File: config.mk
export PLATFORM = sky130hd
export DESIGN_NAME = bnn_cmd_parser
export DESIGN_NICKNAME = d
export VERILOG_FILES = /design/src/rtl/bnn_cmd_parser.sv
export SDC_FILE = /design/constraint.sdc
export NUM_CORES = 1
export LEC_CHECK = 0
export CORE_MARGIN = 4
export CORE_UTILIZATION = 30
export CTS_CLUSTER_DIAMETER = 120
export DETAILED_ROUTE_END_ITERATION = 8
export MAX_ROUTING_LAYER = met4
export SLEW_MARGIN = 10
export SYNTH_ARGS = -nofsm -noshare
export SYNTH_HDL_FRONTEND = slang
export SYNTH_SLANG_ARGS = --single-unit
File: constraint.sdc
create_clock -name clk -period 9.7 [get_ports clk]
set_input_delay 0.97 -clock clk [delete_from_list [all_inputs] [get_ports clk]]
set_output_delay 0.97 -clock clk [all_outputs]
set_load 0.05 [all_outputs]
File: src/rtl/bnn_cmd_parser.sv
// Byte-stream command parser for the BNN core: decodes opcodes, assembles payloads, issues writes.
// Optional BNN_CMD_CHECKSUM_EN adds a trailing XOR checksum byte per write command.
module bnn_cmd_parser #(
   parameter int unsigned IN_BYTES  = 1,
   parameter int unsigned WT_BYTES  = 2,
   parameter int unsigned BS_BYTES  = 2,
   parameter int unsigned MAX_BYTES = 4,
   parameter int unsigned ADDR_W    = 8,
   parameter int unsigned DEPTH     = 256
) (
   input  logic                   clk,
   input  logic                   rst,
   input  logic [7:0]             byte_in,
   input  logic                   byte_valid,
   output logic                   byte_ready,
   output logic                   wr_en,
   output logic [2:0]             wr_sel,
   output logic [ADDR_W-1:0]      wr_addr,
   output logic [8*MAX_BYTES-1:0] wr_data,
   output logic                   start,
   output logic [3:0]             status
);

   localparam int unsigned DW = 8 * MAX_BYTES;
   localparam int unsigned CW = $clog2(MAX_BYTES + 1);

   typedef enum logic [1:0] {S_IDLE, S_PAYLOAD, S_CHECK, S_COMMIT} state_t;

   state_t            state;
   logic [CW-1:0]     rem;
   logic [DW-1:0]     data;
   logic [2:0]        sel;
   logic [ADDR_W-1:0] cnt [3];
   logic              err_q, busy_q, wrap_q, done_q;

   logic              take;
   logic [DW-1:0]     data_shift;
   logic [1:0]        idx;
   logic [ADDR_W-1:0] cur_cnt;
   logic              last_addr;
   logic              last_byte;
   logic              go_commit;
   logic [DW-1:0]     commit_data;

   assign take       = byte_valid && byte_ready;
   assign data_shift = (data << 8) | DW'(byte_in);
   assign idx        = sel[2] ? 2'd2 : (sel[1] ? 2'd1 : 2'd0);
   assign cur_cnt    = cnt[idx];
   assign last_addr  = (cur_cnt == ADDR_W'(DEPTH - 1));
   assign last_byte  = (state == S_PAYLOAD) && take && (rem == CW'(1));
   assign status     = {err_q, busy_q, wrap_q, done_q};

`ifdef BNN_CMD_CHECKSUM_EN
   logic [7:0] csum;
   logic       sum_ok;
   assign sum_ok      = (byte_in == csum);
   assign go_commit   = (state == S_CHECK) && take && sum_ok;
   assign commit_data = data;
`else
   assign go_commit   = last_byte;
   assign commit_data = data_shift;
`endif

   // Single-process FSM; every output is a register updated here.
   always_ff @(posedge clk or posedge rst) begin
      if (rst) begin
         state      <= S_IDLE;
         rem        <= '0;
         data       <= '0;
         sel        <= '0;
         err_q      <= 1'b0;
         busy_q     <= 1'b0;
         wrap_q     <= 1'b0;
         done_q     <= 1'b0;
         byte_ready <= 1'b1;
         wr_en      <= 1'b0;
         wr_sel     <= '0;
         wr_addr    <= '0;
         wr_data    <= '0;
         start      <= 1'b0;
         for (int i = 0; i < 3; i++) cnt[i] <= '0;
`ifdef BNN_CMD_CHECKSUM_EN
         csum       <= '0;
`endif
      end else begin
         wr_en  <= 1'b0;
         start  <= 1'b0;
         done_q <= 1'b0;
         if (go_commit) begin
            state      <= S_COMMIT;
            busy_q     <= 1'b1;
            byte_ready <= 1'b0;
            wr_en      <= 1'b1;
            wr_sel     <= sel;
            wr_addr    <= cur_cnt;
            wr_data    <= commit_data;
            done_q     <= 1'b1;
            cnt[idx]   <= last_addr ? '0 : cur_cnt + ADDR_W'(1);
            if (last_addr) wrap_q <= 1'b1;
         end else begin
            case (state)
               S_IDLE: begin
                  if (take) begin
                     case (byte_in)
                        8'hB1, 8'hB2, 8'hB3: begin
                           state  <= S_PAYLOAD;
                           busy_q <= 1'b1;
                           data   <= '0;
`ifdef BNN_CMD_CHECKSUM_EN
                           csum   <= byte_in;
`endif
                           case (byte_in)
                              8'hB1:   begin sel <= 3'b001; rem <= CW'(IN_BYTES); end
                              8'hB2:   begin sel <= 3'b010; rem <= CW'(WT_BYTES); end
                              default: begin sel <= 3'b100; rem <= CW'(BS_BYTES); end
                           endcase
                        end
                        8'hB4: start <= 1'b1;
                        8'hB0: begin
                           for (int i = 0; i < 3; i++) cnt[i] <= '0;
                           wrap_q <= 1'b0;
                        end
                        8'h00: ;
                        default: err_q <= 1'b1;
                     endcase
                  end
               end
               S_PAYLOAD: begin
                  if (take) begin
                     data <= data_shift;
                     rem  <= rem - CW'(1);
`ifdef BNN_CMD_CHECKSUM_EN
                     csum <= csum ^ byte_in;
                     if (last_byte) state <= S_CHECK;
`endif
                  end
               end
`ifdef BNN_CMD_CHECKSUM_EN
               // Only a bad checksum reaches here; a good one takes the commit path above.
               S_CHECK: begin
                  if (take) begin
                     state  <= S_IDLE;
                     busy_q <= 1'b0;
                     err_q  <= 1'b1;
                  end
               end
`endif
               default: begin
                  state      <= S_IDLE;
                  busy_q     <= 1'b0;
                  byte_ready <= 1'b1;
               end
            endcase
         end
      end
   end

endmodule
==> impl_metrics.tcl, run 1 <==
set metrics [dict create \
    hold_buffers 0 \
    vdd_drop_max_uv 80.8 \
    synth.distinct_cells 61 \
    ys_seq_area_frac 0.564 \
    grt_max_degree 61 \
    first_global_vias 3588 \
    cts_resized 0 \
    wirelength_mm 11.0 \
    final_common_cell "nand2_1" \
    num_rows 45 \
    post_drt_wl_per_cell_um 15.3 \
    synth_enable_flop_cells 0 \
    cp_data_required_time_ns 9.94 \
    grt_util_all_layers 0.137 \
    hold_class "flip-flop to flip-flop" \
    place_congestion 0.815 \
    hold_end "wr_sel[0]" \
    final_nets 538 \
    route.detailed.drc 0 \
    setup_violations 0 \
    ios 61 \
    cts_tree "yes" \
    syn_avg_cell_area_um2 9.65 \
    yosysTopAreaCell "dfrtp_1" \
    hold_viol_final 0 \
    start_util 0.307 \
    rrSetupSlack_ns 6.70 \
    htree_levels 3 \
    antenna_found_initial 0 \
    drt_pre_antenna_iters 4 \
    hold_depth 2 \
    r2r_start "sel[2]" \
    synth_ff_type "dfrtp_1" \
    fin_util 0.374 \
    slowest_stage "o211ai_4" \
    ys_ff_latch 105 \
    startpoint "byte_in[0]" \
    yosysWarnings 0 \
    synth_area_leaders "dfrtp_1 56%, nand2_1 14%, o21ai_0 4.2%" \
    cts_setup_buffers 0 \
    status "finished clean" \
    r2r-end "cnt[14]" \
    clk_latency_ns 0.35 \
    maxSlewViolCount 0 \
    crit_fanout 54 \
    clk_pin_slew_worst_paths_ns 0.07 \
    power_mw 0.834 \
    crit_path_max_incr_delay_ns 0.84 \
    p_per_area_nw_per_um2 147 \
    n_antenna_cell 0 \
    worstMarginPinSlew_ns 1.08 \
    postRouteAntennaNets 0 \
    yosysTopAreaCellShare 0.558 \
    dp_hpwl_mm 7.35 \
    holdCritStartpoint "wr_sel[0]" \
    arrival_ns 3.36 \
    core_um2 15200 \
    rsz0062_at_grt "false" \
    synthToLayoutAreaGrowth_pct 22.0 \
    cts_root_buf "clkbuf_16" \
    grt_overflow 0 \
    viasPerCell 4.87 \
    final_cell_mix "169 x nand2_1, 104 x dfrtp_1, 60 x clkdlybuf4s50_1" \
    cts_buffers 9 \
    maxCapViolCount 0 \
    skew_ns 0.00760 \
    grt_pass1_wl_mm 18.9 \
    worstSetupPathType "input pin to flip-flop" \
    drtIter0Drc 304 \
    max_slew_margin 0.275 \
    syn_inst 483 \
    fin_crit_sh 0.322 \
    critPathLaunchType "input pin" \
    ys_async_sr_fraction 1.00 \
    worstRegToRegCells 5 \
    post_route_cells_drive_above_1_share 0.0774 \
    die_area_um2 17600 \
    tns_ns 0 \
    period_minus_slack_ns 3.12 \
    die_x_um 133 \
    fmax_ghz 0.320 \
    power.leakage_nw 2.61 \
    io_buffer_count 60 \
    synth_nets 496 \
    cts.sinks 105 \
    synth_area_um2 4660 \
    clockBufferDepth 2 \
    path_cells "clkdlybuf4s50_1 > or2_2 > and3_1 > o211ai_4 > a211oi_1 > a21o_1" \
    cp-end-kind "flip-flop" \
    routed-via-count 3497 \
    die_h_um 133 \
]
## metrics by stage
stage          setup WS [ns]  instance area, um^2  hold WS [ns]  instances
2_1_floorplan           5.97                 4660         0.439        483
3_3_place_gp            6.24                 5370         0.458        702
3_5_place_dp            6.19                 5370         0.465        702
4_1_cts                 6.56                 5690         0.481        718
5_1_grt                 6.33                 5690         0.495        718
6_report                6.58                 5690         0.477        718
## registers in the layout, indices dropped and copies added, names as in the netlist, 2 cells and up
register / cells
rem: 3
wr_sel: 3
cnt: 24
wr_data: 32
data: 24
state: 2
sel: 3
wr_addr: 8
## cell families after synthesis
family / count (synthesis) / synth area share
buf+inv: 39 / 0.0419
xor+xnor: 4 / 0.00751
flops: 105 / 0.564
compound gates: 94 / 0.133
simple gates: 227 / 0.216
fa+ha+maj: 2 / 0.00537
mux: 12 / 0.0327
## cell type report
| type | count | area [um^2] |
|---|---|---|
| Fill cell | 1513 | 9510 |
| Sequential cell | 105 | 2630 |
| Multi-Input combinational cell | 339 | 1850 |
| Timing Repair Buffer | 63 | 623 |
| Clock buffer | 11 | 253 |
| Tap cell | 188 | 235 |
| Clock inverter | 5 | 62.6 |
| Inverter | 7 | 33.8 |
## critical path: cells and delay by family
family,cells,cell delay (ns)
AO/OA/AOI/OAI,3,1.18
buffers and inverters,1,0.61
AND/OR/NAND/NOR,2,0.60
## Yosys cell counts (3+ instances only)
cell / n
clkbuf_1: 15
and2_1: 4
nand2_1: 170
inv_1: 5
o21a_1: 3
dfrtp_1: 104
mux2i_1: 5
nor2_1: 15
o31ai_1: 4
a22o_1: 16
buf_4: 6
o21ai_0: 39
xnor2_1: 3
and3_1: 3
a21o_1: 5
a21oi_1: 6
nand3_1: 4
buf_1: 4
a31oi_1: 5
nor4_1: 3
buf_2: 5
and4_1: 3
a211oi_1: 3
nor3_1: 4
## where the power goes
part,internal [mW],switching [mW]
Combinational,0.00468,0.0129
Clock,0.216,0.163
Sequential,0.438,0
## per-layer routing
metal / part of all wire / track usage / vias up
li1: - / - / 1718
met1: 0.50 / 0.193 / 1674
met2: 0.43 / 0.191 / 90
met3: 0.048 / 0.0327 / 15
met4: 0.018 / 0.0473 / 0
met5: 0 / - / -
## worst max-delay path by stage
stage                    to  cells past startpoint
floorplan            busy_q                      1
global placement     rem[0]                      6
detailed placement   rem[1]                      6
CTS                  rem[1]                      6
global route        data[7]                      5
finish               rem[1]                      6
No activity file was read; power rests on OpenSTA's default activity.
==> inputs of run 2 (changes only) <==
==> constraint.sdc (replaced) <==
create_clock -name clk -period 2.8 [get_ports clk]
set_input_delay 0.28 -clock clk [delete_from_list [all_inputs] [get_ports clk]]
set_output_delay 0.28 -clock clk [all_outputs]
set_load 0.05 [all_outputs]
==> run 2 against run 1 <==
Compared with the run above: sequential share of layout area down 0.63 points; critical path type is now flip-flop to flip-flop; clock-buffer cell count unchanged; non-clock buffer count increased by 8; total power increased to 3.4 times the previous value; utilization increased by 0.52 points; flip-flop and latch count unchanged; global-route usage decreased by 0.081 points; critical endpoint is now cnt[14]; clock skew is 0.0059 ns higher; register-to-register slack got worse by 6.1 ns; largest cell class unchanged; sequential power grew to 3.5 times the previous value.
==> impl_metrics.tcl, run 2 (same netlist as run 1, synthesis figures left out) <==
set metrics [dict create \
    cts_setup_buffers 0 \
    arrival_ns 2.44 \
    cp-end-kind "flip-flop" \
    top_usage_layer "met1" \
    worstMarginPinSlew_ns 0.637 \
    final_nets 546 \
    dp_slack_ns 0.326 \
    grtUsageMet3 0.0403 \
    final_cell_mix "169 x nand2_1, 104 x dfrtp_1, 60 x clkdlybuf4s50_1" \
    place_area_um2 5470 \
    crit_path_max_incr_delay_ns 0.54 \
    fin_util 0.379 \
    clockBufferDepth 2 \
    place_congestion 0.893 \
    drtIter0Drc 287 \
    first_global_vias 3593 \
    hold_viol_final 0 \
    reg_top3 "wr_data (32), cnt (24), data (24)" \
    power_mw 2.82 \
    use_met2 0.184 \
    max_slew_margin 0.572 \
    fin_crit_sh 0.790 \
    grt_util_all_layers 0.136 \
    path_cells "mux2_2 > mux2i_2 > or4_1 > nor3_1 > or3_1" \
    postRouteAntennaNets 0 \
    maxSlewViolCount 0 \
    viasPerCell 4.88 \
    worst_hold_slack_ns 0.452 \
    htree_levels 3 \
    cts.sinks 105 \
    cts_root_buf "clkbuf_16" \
    synthToLayoutAreaGrowth_pct 23.7 \
    grt_pass1_wl_mm 18.7 \
    start_util 0.307 \
    cts_buffers 9 \
    worstRegToRegCells 5 \
    cp_top_family "simple AND/OR/NAND/NOR gates" \
    io_buffer_count 60 \
    cp.depth 5 \
    setup_ws_ns 0.587 \
    slowest_stage "dfrtp_1" \
    post_drt_wl_per_cell_um 15.1 \
    rsz0062_at_grt "false" \
    route.detailed.drc 0 \
    status "finished clean" \
    grt_max_degree 106 \
    cts_tree "yes" \
    ios 61 \
    dp_hpwl_mm 7.56 \
    die_area_um2 17600 \
    final_common_cell "nand2_1" \
    p_per_area_nw_per_um2 490 \
    n_antenna_cell 0 \
    clk_latency_ns 0.36 \
    routed-via-count 3546 \
    hold_buffers 0 \
    power.leakage_nw 2.67 \
    top_register "wr_data" \
    skew_ns 0.0135 \
    critical_path_buf_inv_count 0 \
    grtUsageMet1 0.196 \
    critPathLaunchType "flip-flop" \
    antenna_found_initial 0 \
    vdd_drop_max_uv 299 \
    largest_register_ffs 32 \
    period_minus_slack_ns 2.21 \
    die_x_um 133 \
    fmax_ghz 0.452 \
    final_cells 726 \
    wirelength_mm 11.0 \
    hold_class "input pin to async pin" \
    crit_fanout 7 \
    tns_ns 0 \
    die_h_um 133 \
    fillCellCount 1520 \
    drt_pre_antenna_iters 5 \
    post_route_cells_drive_above_1_share 0.0911 \
    worstSetupPathType "flip-flop to flip-flop" \
    dp.cells 710 \
    cp_data_required_time_ns 3.03 \
    num_rows 45 \
    maxCapViolCount 0 \
    setup_violations 0 \
    grt_overflow 0 \
    core_um2 15200 \
    clk_pin_slew_worst_paths_ns 0.07 \
    design_area_um2 5770 \
    cts_resized 0 \
]
[run 2: cell count changes in the layout (fill, tap and decap cells not counted)]
| cell | change |
|---|---|
| clkinv_4 | -1 |
| inv_6 | +2 |
| buf_12 | +3 |
| bufinv_16 | -1 |
| inv_8 | +1 |
| clkinvlp_4 | -1 |
| clkinv_2 | +1 |
| buf_4 | +5 |
| inv_4 | -1 |
[run 2: cell type report]
cell class	count	area, um^2	share of cell area
Sequential cell	105	2630	0.456
Multi-Input combinational cell	339	1850	0.321
Timing Repair Buffer	71	721	0.125
Clock buffer	11	253	0.0438
Tap cell	188	235	0.0408
Clock inverter	5	42.5	0.00738
Inverter	7	35.0	0.00607
[run 2: routing by layer]
metal / up-vias / share of wire
met5: - / 0
met1: 1721 / 0.50
met2: 86 / 0.44
li1: 1737 / -
met3: 2 / 0.054
met4: 0 / 0.0031
[run 2: worst register-to-register path, stage by stage, from the launching register on]
cell     delay [ns]
dfrtp_1        0.54
mux2_2         0.40
mux2i_2        0.33
or4_1          0.38
nor3_1         0.08
or3_1          0.36
[run 2: final timing paths]
path,slack [ns],startpoint,endpoint
worst max-delay path,0.59,sel[1],cnt[14]
worst min-delay path,0.45,rst,wr_data[29]
worst max register to register,0.59,sel[1],cnt[14]
worst min register to register,0.47,data[17],wr_data[25]
max in group asynchronous,1.94,rst,byte_ready
min in group clk,0.47,data[17],wr_data[25]
[run 2: report_power, final]
part / switching, mW / internal [mW]
registers: 0 / 1.52
clock network: 0.580 / 0.667
logic: 0.0438 / 0.0189
total: 0.623 / 2.20
